File: src/rtl/fetch_stage_if.sv
// Instruction-memory port of the fetch stage: address and enable out,
// synchronous read data back one cycle after an enabled read.
interface fetch_stage_if #(
    parameter int PCWIDTH    = 32,
    parameter int INSTRWIDTH = 32
) ();
    logic [PCWIDTH-1:0]    imemAddrF;
    logic                  imemEnF;
    logic [INSTRWIDTH-1:0] imemDataF;

    modport master (
        output imemAddrF,
        output imemEnF,
        input  imemDataF
    );

    modport slave (
        input  imemAddrF,
        input  imemEnF,
        output imemDataF
    );
endinterface

File: src/rtl/fetch_stage.sv
// Instruction fetch and IF/ID register: owns the PC, hides the one-cycle
// memory latency behind a one-entry skid buffer, and applies Execute redirects.
module fetch_stage #(
    parameter int                    PCWIDTH     = 32,
    parameter int                    INSTRWIDTH  = 32,
    parameter int                    OPCODEWIDTH = 4,
    parameter logic [PCWIDTH-1:0]    RESETPC     = 32'h0000_0000,
    parameter logic [PCWIDTH-1:0]    PCINCR      = 32'h0000_0004,
    parameter logic [INSTRWIDTH-1:0] BUBBLEINSTR = 32'h0000_0000
) (
    input  logic                   clk_i,
    input  logic                   rst_i,
    input  logic                   stallF_i,
    input  logic                   branchTakenE_i,
    input  logic [PCWIDTH-1:0]     branchTargetE_i,
    fetch_stage_if.master          imem,
    output logic [INSTRWIDTH-1:0]  instrD_o,
    output logic [PCWIDTH-1:0]     pcD_o,
    output logic [OPCODEWIDTH-1:0] opcodeD_o,
    output logic                   validD_o
);

    logic [PCWIDTH-1:0]    pc_q,         pc_d;
    logic                  req_valid_q,  req_valid_d;
    logic [PCWIDTH-1:0]    req_pc_q,     req_pc_d;
    logic                  hold_valid_q, hold_valid_d;
    logic [INSTRWIDTH-1:0] hold_instr_q, hold_instr_d;
    logic [PCWIDTH-1:0]    hold_pc_q,    hold_pc_d;
    logic [INSTRWIDTH-1:0] instr_q,      instr_d;
    logic [PCWIDTH-1:0]    pcd_q,        pcd_d;
    logic                  valid_q,      valid_d;

    assign imem.imemAddrF = pc_q;
    assign imem.imemEnF   = !rst_i && !stallF_i && !branchTakenE_i;

    assign instrD_o  = instr_q;
    assign pcD_o     = pcd_q;
    assign validD_o  = valid_q;
    assign opcodeD_o = instr_q[INSTRWIDTH-1 -: OPCODEWIDTH];

    // Next-state selection: redirect beats stall beats advance.
    always_comb begin
        pc_d         = pc_q;
        req_valid_d  = req_valid_q;
        req_pc_d     = req_pc_q;
        hold_valid_d = hold_valid_q;
        hold_instr_d = hold_instr_q;
        hold_pc_d    = hold_pc_q;
        instr_d      = instr_q;
        pcd_d        = pcd_q;
        valid_d      = valid_q;

        if (branchTakenE_i) begin
            pc_d         = branchTargetE_i;
            req_valid_d  = 1'b0;
            hold_valid_d = 1'b0;
            valid_d      = 1'b0;
            instr_d      = BUBBLEINSTR;
        end else if (stallF_i) begin
            // No read is issued while stalled, so the returning word is parked here.
            req_valid_d = 1'b0;
            if (req_valid_q && !hold_valid_q) begin
                hold_valid_d = 1'b1;
                hold_instr_d = imem.imemDataF;
                hold_pc_d    = req_pc_q;
            end else begin
                hold_valid_d = hold_valid_q;
            end
        end else begin
            if (hold_valid_q) begin
                instr_d = hold_instr_q;
                pcd_d   = hold_pc_q;
                valid_d = 1'b1;
            end else if (req_valid_q) begin
                instr_d = imem.imemDataF;
                pcd_d   = req_pc_q;
                valid_d = 1'b1;
            end else begin
                instr_d = BUBBLEINSTR;
                valid_d = 1'b0;
            end
            hold_valid_d = 1'b0;
            req_pc_d     = pc_q;
            req_valid_d  = 1'b1;
            pc_d         = pc_q + PCINCR;
        end
    end

    // State registers with synchronous reset.
    always_ff @(posedge clk_i) begin
        if (rst_i) begin
            pc_q         <= RESETPC;
            req_valid_q  <= 1'b0;
            req_pc_q     <= {PCWIDTH{1'b0}};
            hold_valid_q <= 1'b0;
            hold_instr_q <= BUBBLEINSTR;
            hold_pc_q    <= {PCWIDTH{1'b0}};
            instr_q      <= BUBBLEINSTR;
            pcd_q        <= {PCWIDTH{1'b0}};
            valid_q      <= 1'b0;
        end else begin
            pc_q         <= pc_d;
            req_valid_q  <= req_valid_d;
            req_pc_q     <= req_pc_d;
            hold_valid_q <= hold_valid_d;
            hold_instr_q <= hold_instr_d;
            hold_pc_q    <= hold_pc_d;
            instr_q      <= instr_d;
            pcd_q        <= pcd_d;
            valid_q      <= valid_d;
        end
    end

endmodule

File: src/flat_wrapper.sv
// flat-port wrapper written by rule: the top's interface ports become plain ports
module fetch_stage_flat 
#(
    parameter int                    PCWIDTH     = 32,
    parameter int                    INSTRWIDTH  = 32,
    parameter int                    OPCODEWIDTH = 4,
    parameter logic [PCWIDTH-1:0]    RESETPC     = 32'h0000_0000,
    parameter logic [PCWIDTH-1:0]    PCINCR      = 32'h0000_0004,
    parameter logic [INSTRWIDTH-1:0] BUBBLEINSTR = 32'h0000_0000
)
  (clk_i, rst_i, stallF_i, branchTakenE_i, branchTargetE_i, instrD_o, pcD_o, opcodeD_o, validD_o, imem_imemAddrF, imem_imemEnF, imem_imemDataF);
  fetch_stage_if #(.PCWIDTH(PCWIDTH), .INSTRWIDTH(INSTRWIDTH)) imem_i ();
  input  logic clk_i;
  input  logic rst_i;
  input  logic stallF_i;
  input  logic branchTakenE_i;
  input  logic [PCWIDTH-1:0] branchTargetE_i;
  output logic [INSTRWIDTH-1:0] instrD_o;
  output logic [PCWIDTH-1:0] pcD_o;
  output logic [OPCODEWIDTH-1:0] opcodeD_o;
  output logic validD_o;
  output wire logic [$bits(imem_i.imemAddrF)-1:0] imem_imemAddrF;
  output wire logic [$bits(imem_i.imemEnF)-1:0] imem_imemEnF;
  input wire logic [$bits(imem_i.imemDataF)-1:0] imem_imemDataF;
  assign imem_imemAddrF = imem_i.imemAddrF;
  assign imem_imemEnF = imem_i.imemEnF;
  assign imem_i.imemDataF = imem_imemDataF;
  fetch_stage #(.PCWIDTH(PCWIDTH), .INSTRWIDTH(INSTRWIDTH), .OPCODEWIDTH(OPCODEWIDTH), .RESETPC(RESETPC), .PCINCR(PCINCR), .BUBBLEINSTR(BUBBLEINSTR)) u_core (.clk_i(clk_i), .rst_i(rst_i), .stallF_i(stallF_i), .branchTakenE_i(branchTakenE_i), .branchTargetE_i(branchTargetE_i), .imem(imem_i), .instrD_o(instrD_o), .pcD_o(pcD_o), .opcodeD_o(opcodeD_o), .validD_o(validD_o));
endmodule
File: config.mk
export PLATFORM = sky130hd
export DESIGN_NAME = fetch_stage_flat
export DESIGN_NICKNAME = d
export VERILOG_FILES = /design/src/rtl/fetch_stage_if.sv /design/src/rtl/fetch_stage.sv /design/src/flat_wrapper.sv
export SDC_FILE = /design/constraint.sdc
export NUM_CORES = 1
export LEC_CHECK = 0
export ABC_AREA = 1
export CAP_MARGIN = 20
export CORE_MARGIN = 5
export CORE_UTILIZATION = 40
export CTS_CLUSTER_DIAMETER = 150
export CTS_CLUSTER_SIZE = 10
export DETAILED_ROUTE_END_ITERATION = 12
export GPL_ROUTABILITY_DRIVEN = 0
export HOLD_SLACK_MARGIN = 0.06
export MAX_ROUTING_LAYER = met4
export PLACE_DENSITY = 0.62
export SYNTH_ARGS = -nofsm -noshare
export SYNTH_HDL_FRONTEND = slang
export SYNTH_SLANG_ARGS = --single-unit
File: constraint.sdc
create_clock -name clk_i -period 2.75 [get_ports clk_i]
set_clock_uncertainty 0.15 [all_clocks]
set_input_delay 0.4125 -clock clk_i [delete_from_list [all_inputs] [get_ports clk_i]]
set_output_delay 0.4125 -clock clk_i [all_outputs]
set_load 0.005 [all_outputs]
After elaboration in Yosys (flattened, before gate mapping)
Cells that the tools add are included.
Word-level totals
  word-level logic and storage cells: 35
  output and inout bits: 102
  bits of input ports: 68
  bits in registers: 195
Operators by class
  add/subtract/negate cells: 1
  equality and inequality tests: 1
  reduce and logical (&&, ||, !) cells: 13
  mux-type cells: 9
  bitwise operators: 2
Operators by type and width (count)
  $mux 32: 6
  $add 32x3->32 const B: 1
  $reduce_and 3->1: 2
  $logic_not 1->1: 4
  $logic_and 1x1->1: 3
  $mux 1: 3
  $reduce_or 3->1: 1
  $ne 2x1->1 const B: 1
  $not 1->1: 2
  $reduce_and 2->1: 1
  $reduce_bool 2->1: 1
  $reduce_or 2->1: 1

Logic depth before layout (Yosys ltp)
Gate-level depths: netlist of the first run.
  depth after elaboration: 3
  depth in mapped cells: 11
  depth with buffers taken out: 10

Least setup slack after synthesis of the first run
Ideal clock, no wire load.
  path type: input to output
  start point: input port branchTakenE_i
  end point: output port imem_imemEnF
  data arrival time: 1.131 ns
  setup slack: 1.056 ns
  stages: 5
  required time: 2.188 ns
  buffers on the path: 2
  cell sequence: buf_4 -> nor2_4 -> inv_2 -> clkbuf_1 -> nor2_1
On the way
  cells in the longest elaborated chain, start to end: 2
RTL lines
  start, declared: RTL line flat_wrapper.sv:16  | input logic branchTakenE_i;
  $logic_not 1->1: RTL line fetch_stage.sv:34  | assign imem.imemEnF = !rst_i && !stallF_i && !branchTakenE_i;
  $logic_and 1x1->1: RTL line fetch_stage.sv:34
  end, declared: RTL line flat_wrapper.sv:23  | output wire logic [$bits(imem_i.imemEnF)-1:0] imem_imemEnF;
No other way between the ends.

Worst setup path after layout of the first run
  start point: input port stallF_i
  end point: output port imem_imemEnF
On the way
  cells in the longest elaborated chain, start to end: 3
RTL lines
  start, declared: RTL line flat_wrapper.sv:15  | input logic stallF_i;
  $logic_not 1->1: RTL line fetch_stage.sv:34
  $logic_and 1x1->1 (2 in a row): RTL line fetch_stage.sv:34
No other way between the ends.

==> results of run 1 <==
==> layer usage <==
layer / share of wire / wire, um / GRT usage / up-vias
met5: 0 / 0 / - / -
li1: - / - / - / 4055
met2: 0.45 / 10600 / 0.307 / 182
met3: 0.056 / 1330 / 0.0503 / 41
met1: 0.48 / 11400 / 0.265 / 3545
met4: 0.023 / 541 / 0.0627 / 0
==> worst max-delay path: stages <==
cell	delay, ps
clkdlybuf4s50_1	480
nor2_4	170
inv_2	70
nor2_1	310
clkdlybuf4s50_1	580
==> through the flow <==
step	cells	util	power [mW]	cell area [um2]	hold WS, ps
global route	1559	0.528	6.39	10700	240
finish	1559	0.528	6.13	10700	276
detailed placement	1527	0.499	3.70	10200	308
global placement	1527	0.499	3.70	10200	302
floorplan	1147	-	3.36	8310	290
CTS	1559	0.528	6.19	10700	250
==> worst min path at each step <==
stage / start / endpoint / slack, ps
finish: rst_i / u_core.req_pc_q[1] / 280
global route: rst_i / u_core.req_pc_q[0] / 240
CTS: rst_i / u_core.req_pc_q[0] / 250
detailed placement: u_core.hold_instr_q[16] / u_core.hold_instr_q[16] / 310
global placement: u_core.hold_instr_q[19] / u_core.hold_instr_q[19] / 300
floorplan: u_core.req_pc_q[6] / u_core.req_pc_q[6] / 290
==> kinds of logic after synthesis <==
logic type               after synthesis
AO/OA/AOI/OAI                        372
flip-flops                           195
adder cells (fa/ha/maj)                1
buffers and inverters                184
AND/OR/NAND/NOR                      395
==> flip-flops by register name (all words and copies together), names as in the netlist <==
signal and flops:
u_core.hold_instr_q 32, u_core.hold_pc_q 32, u_core.hold_valid_q 1, u_core.imem.imemAddrF 32
u_core.instrD_o 32, u_core.pcD_o 32, u_core.req_pc_q 32, u_core.req_valid_q 1
u_core.validD_o 1
==> report_power, final <==
group	internal (mW)	leakage (nW)	total [mW]	switching (mW)
clock	1.39	0.285	2.50	1.11
sequential	2.92	1.59	3.00	0.0778
combinational	0.302	2.25	0.634	0.332
total	4.61	4.12	6.13	1.52
==> layout by cell type (no fill, tap or decap), drive strengths merged, types with 2 or more instances in the layout <==
master | Yosys | routed
nand4 | 7 | 7
clkbuf | 40 | 20
dfxtp | 195 | 195
nand3b | 6 | 6
nor2 | 137 | 137
nor4 | 2 | 2
buf | 40 | 22
bufinv | 0 | 2
a31oi | 2 | 2
a211oi | 20 | 20
a22o | 2 | 2
nor3 | 13 | 13
clkinv | 0 | 4
clkinvlp | 0 | 2
clkdlybuf4s50 | 0 | 168
o211ai | 3 | 3
a21oi | 193 | 193
nand3 | 39 | 39
inv | 104 | 108
o31ai | 2 | 2
o21ai | 148 | 148
nand2 | 191 | 191
==> cell type report <==
cell class / instances / area [um2]
clock buffers: 20 / 447
clock inverters: 12 / 146
fillers: 2011 / 9620
inverters: 104 / 393
multi-input cells: 768 / 3620
flip-flops and latches: 195 / 3910
well taps: 270 / 338
repair buffers: 190 / 1890
==> flow_metrics.tcl, run 1 <==
set metrics [dict create \
    grt_pass1_wl_mm 38.2 \
    ir_drop_mv 0.434 \
    synth.ff_latch_count 195 \
    wl_per_cell_um 15.3 \
    vias_per_cell 5.02 \
    syn_to_final_growth_pct 29.3 \
    ys_seq_area_frac 0.470 \
    cts_hold_buf 0 \
    finalSetupViolCount 0 \
    yosys-top-cells-count "dfxtp_1, a21oi_1, nand2_1" \
    power_density_nw_per_um2 571 \
    syn_nets 1216 \
    grt_max_degree 78 \
    io-pin-count 170 \
    r2r_cells 10 \
    syn-cell-area_um2 8310 \
    hold_depth 4 \
    drc 0 \
    cap_violations 0 \
    crit_fanout 3 \
    antenna_found_initial 0 \
    startpoint "stallF_i" \
    antenna_left 0 \
    cp.arrival_ps 2020 \
    hp-class "in -> reg" \
    synth.distinct_cells 32 \
    path_clk_slew_ps 70 \
    final_layout_size_suffix_gt1_frac 0.0597 \
    ctsRootBufferMaster "clkbuf_16" \
    setup_ws_ps 172 \
    dr_total_vias 7823 \
    cts_tree "built" \
    synth_top_family_by_area "compound AO/OA/AOI/OAI gates" \
    status "complete, no violations" \
    async_reset_ff_frac 0 \
    crit_end "imem_imemEnF" \
    yosysTopAreaCell "dfxtp_1" \
    fin_nets 1345 \
    fin_setup_tns_ps 0 \
    wl_mm 23.9 \
    synth-xor-area-share 0 \
    startpoint_type "input port" \
    synth_top_cell_area_share 0.470 \
    slew_viol_final 0 \
    initial_core_util 0.408 \
    fp.coreArea_um2 20400 \
    dp_hpwl_mm 16.4 \
    syn_inst 1147 \
    synth_fa_ha_area_frac 0.00151 \
    crit_required_ps 2190 \
    synthFlopType "dfxtp_1" \
    cts_resized 0 \
    clkSinkCount 195 \
    leakagePower_nw 4.12 \
    io_buffers 169 \
    dr.pass1.iters 5 \
    post-route-period-util 0.937 \
    max_slew.worst_pin.slew_ps 644 \
    max_freq_ghz 0.388 \
    finalHoldViolations 0 \
    numCtsBuffers 17 \
    die_h_um 154 \
    antenna_cells 0 \
    grt-ovfl-total 0 \
    postCtsSetupBuffers 0 \
    dieArea_um2 23800 \
    synth.area.mux_share 0 \
    die_w_um 154 \
    synth_edf_count 0 \
    reg2reg_slack_ps 780 \
    relSlewSlack 0.568 \
    synth-compound-area-share 0.233 \
    crit_path_end_kind "output port" \
    grt_usage 0.202 \
    clock_latency_ps 420 \
    crit_type "in -> out" \
    synth.avg_cell_area_um2 7.25 \
    period_needed_ps 2580 \
    post-place-ws_ps 186 \
    yosysMostFrequentCell "dfxtp_1" \
    yosys.area_share.simple 0.200 \
    worstReg2RegEnd "u_core.imem.imemAddrF[22]" \
    r2r-start "u_core.imem.imemAddrF[3]" \
    synthTopCellsByArea "dfxtp_1, a21oi_1, nand2_1" \
    rows 52 \
    htreeDepth 4 \
    grt_pass1_vias 7200 \
    cts_buffer_depth 2 \
    ys_warn_count 0 \
    rsz0062_at_grt "no" \
    drt_iter0_markers 511 \
]
Note: power is estimated with default switching activity, not from simulation.
==> run 2, diff against run 1 <==
--- a/config.mk
+++ b/config.mk
@@ -14,7 +14,6 @@
 export DETAILED_ROUTE_END_ITERATION = 12
 export GPL_ROUTABILITY_DRIVEN = 0
 export HOLD_SLACK_MARGIN = 0.06
-export MAX_ROUTING_LAYER = met4
 export PLACE_DENSITY = 0.62
 export SYNTH_ARGS = -nofsm -noshare
 export SYNTH_HDL_FRONTEND = slang
==> flow_metrics.tcl, run 2 (synthesis gave the netlist of run 1 again) <==
set metrics [dict create \
    mostFrequentLayoutCells "dfxtp_1, a21oi_1, nand2_1, clkdlybuf4s50_1, nor2_1" \
    htreeDepth 4 \
    cp.arrival_ps 2020 \
    hp-class "in -> reg" \
    crit_family "buffers and inverters" \
    cts_resized 0 \
    power_density_nw_per_um2 571 \
    setup_ws_ps 164 \
    crit_buf_inv 3 \
    grt_pass1_vias 7190 \
    design_area_um2 10700 \
    crit_path_cell_trace "clkdlybuf4s50_1 -> nor2_4 -> inv_2 -> nor2_1 -> clkdlybuf4s50_1" \
    finalSetupViolCount 0 \
    path_clk_slew_ps 70 \
    dp_hpwl_mm 16.4 \
    ir_drop_mv 0.437 \
    finalHoldViolations 0 \
    place_area_um2 10200 \
    fin_setup_tns_ps 0 \
    vias_per_cell 5.02 \
    final_layout_size_suffix_gt1_frac 0.0597 \
    slowest_stage "clkdlybuf4s50_1" \
    grt_usage 0.196 \
    clkSinkCount 195 \
    max_freq_ghz 0.387 \
    antenna_cells 0 \
    crit_type "in -> out" \
    cts_tree "built" \
    period_needed_ps 2590 \
    postCtsSetupBuffers 0 \
    grt_max_degree 78 \
    initial_core_util 0.408 \
    crit_required_ps 2190 \
    antenna_found_initial 0 \
    p_total_mw 6.14 \
    post-route-period-util 0.940 \
    grt_pass1_wl_mm 38.2 \
    final_util 0.528 \
    die_w_um 154 \
    fp.coreArea_um2 20400 \
    dr.pass1.iters 5 \
    wl_mm 23.9 \
    post-place-ws_ps 186 \
    rows 52 \
    io-pin-count 170 \
    relSlewSlack 0.562 \
    crit_fanout 3 \
    io_buffers 169 \
    syn_to_final_growth_pct 29.3 \
    multiInputGateArea_um2 3620 \
    max_slew.worst_pin.slew_ps 652 \
    antenna_left 0 \
    slew_viol_final 0 \
    startpoint_type "input port" \
    rsz0062_at_grt "no" \
    dr_total_vias 7830 \
    cpPeakStageDelay_ps 580 \
    numCtsBuffers 17 \
    dieArea_um2 23800 \
    crit_path_end_kind "output port" \
    cts_hold_buf 0 \
    drt_iter0_markers 451 \
    cts_buffer_depth 2 \
    final_common_cell "dfxtp_1" \
    status "complete, no violations" \
    cpMostUsedCell "clkdlybuf4s50_1" \
    grt-ovfl-total 0 \
    die_h_um 154 \
    fin_nets 1345 \
    leakagePower_nw 4.12 \
    wl_per_cell_um 15.4 \
    regArea_um2 3910 \
    n_fill_cell 2011 \
    clock_latency_ps 430 \
    drc 0 \
    ctsRootBufferMaster "clkbuf_16" \
    cap_violations 0 \
]
## run 2: cell counts in the layout (fill, tap and decap cells not counted)
No cell type changed its count.
## run 2: routing by layer
| layer | part of all wire | track usage | up-vias |
|---|---|---|---|
| met2 | 0.45 | 0.308 | 191 |
| li1 | - | - | 4055 |
| met4 | 0.022 | 0.0627 | 0 |
| met1 | 0.47 | 0.263 | 3549 |
| met5 | 0 | 0 | - |
| met3 | 0.065 | 0.0526 | 35 |
## run 2: final timing paths
kind | cells after the start | slack [ps] | startpoint | to
max | 5 | 160 | stallF_i | imem_imemEnF
min | 4 | 270 | rst_i | u_core.req_pc_q[1]
max reg2reg | 10 | 790 | u_core.imem.imemAddrF[3] | u_core.imem.imemAddrF[22]
min reg2reg | 2 | 320 | u_core.req_pc_q[6] | u_core.req_pc_q[6]
## run 2: report_power, final
part,total (mW),switching [mW],internal [mW]
clock,2.50,1.12,1.39
combinational,0.633,0.332,0.302
sequential,3.00,0.0777,2.92
total,6.14,1.52,4.61
## run 2: through the flow
step	hold slack [ps]	instances
2_1_floorplan	290	1147
3_3_place_gp	302	1527
3_5_place_dp	308	1527
4_1_cts	250	1559
5_1_grt	240	1559
6_report	271	1559
## run 2: area by class of cell
type	instances	area share
well taps	270	0.0314
inverters	104	0.0366
multi-input cells	768	0.337
clock inverters	12	0.0136
clock buffers	20	0.0416
repair buffers	190	0.176
flip-flops and latches	195	0.364
## run 2: worst register-to-register path, stage by stage (launching register included)
cell      delay (ps)
dfxtp_1          440
ha_1             230
nand2_2           90
nor2_4           180
nand3_1          230
nor2_1           210
nand2_1           70
nand2_1           80
nand3b_1          80
nand2_1           70
inv_1             30
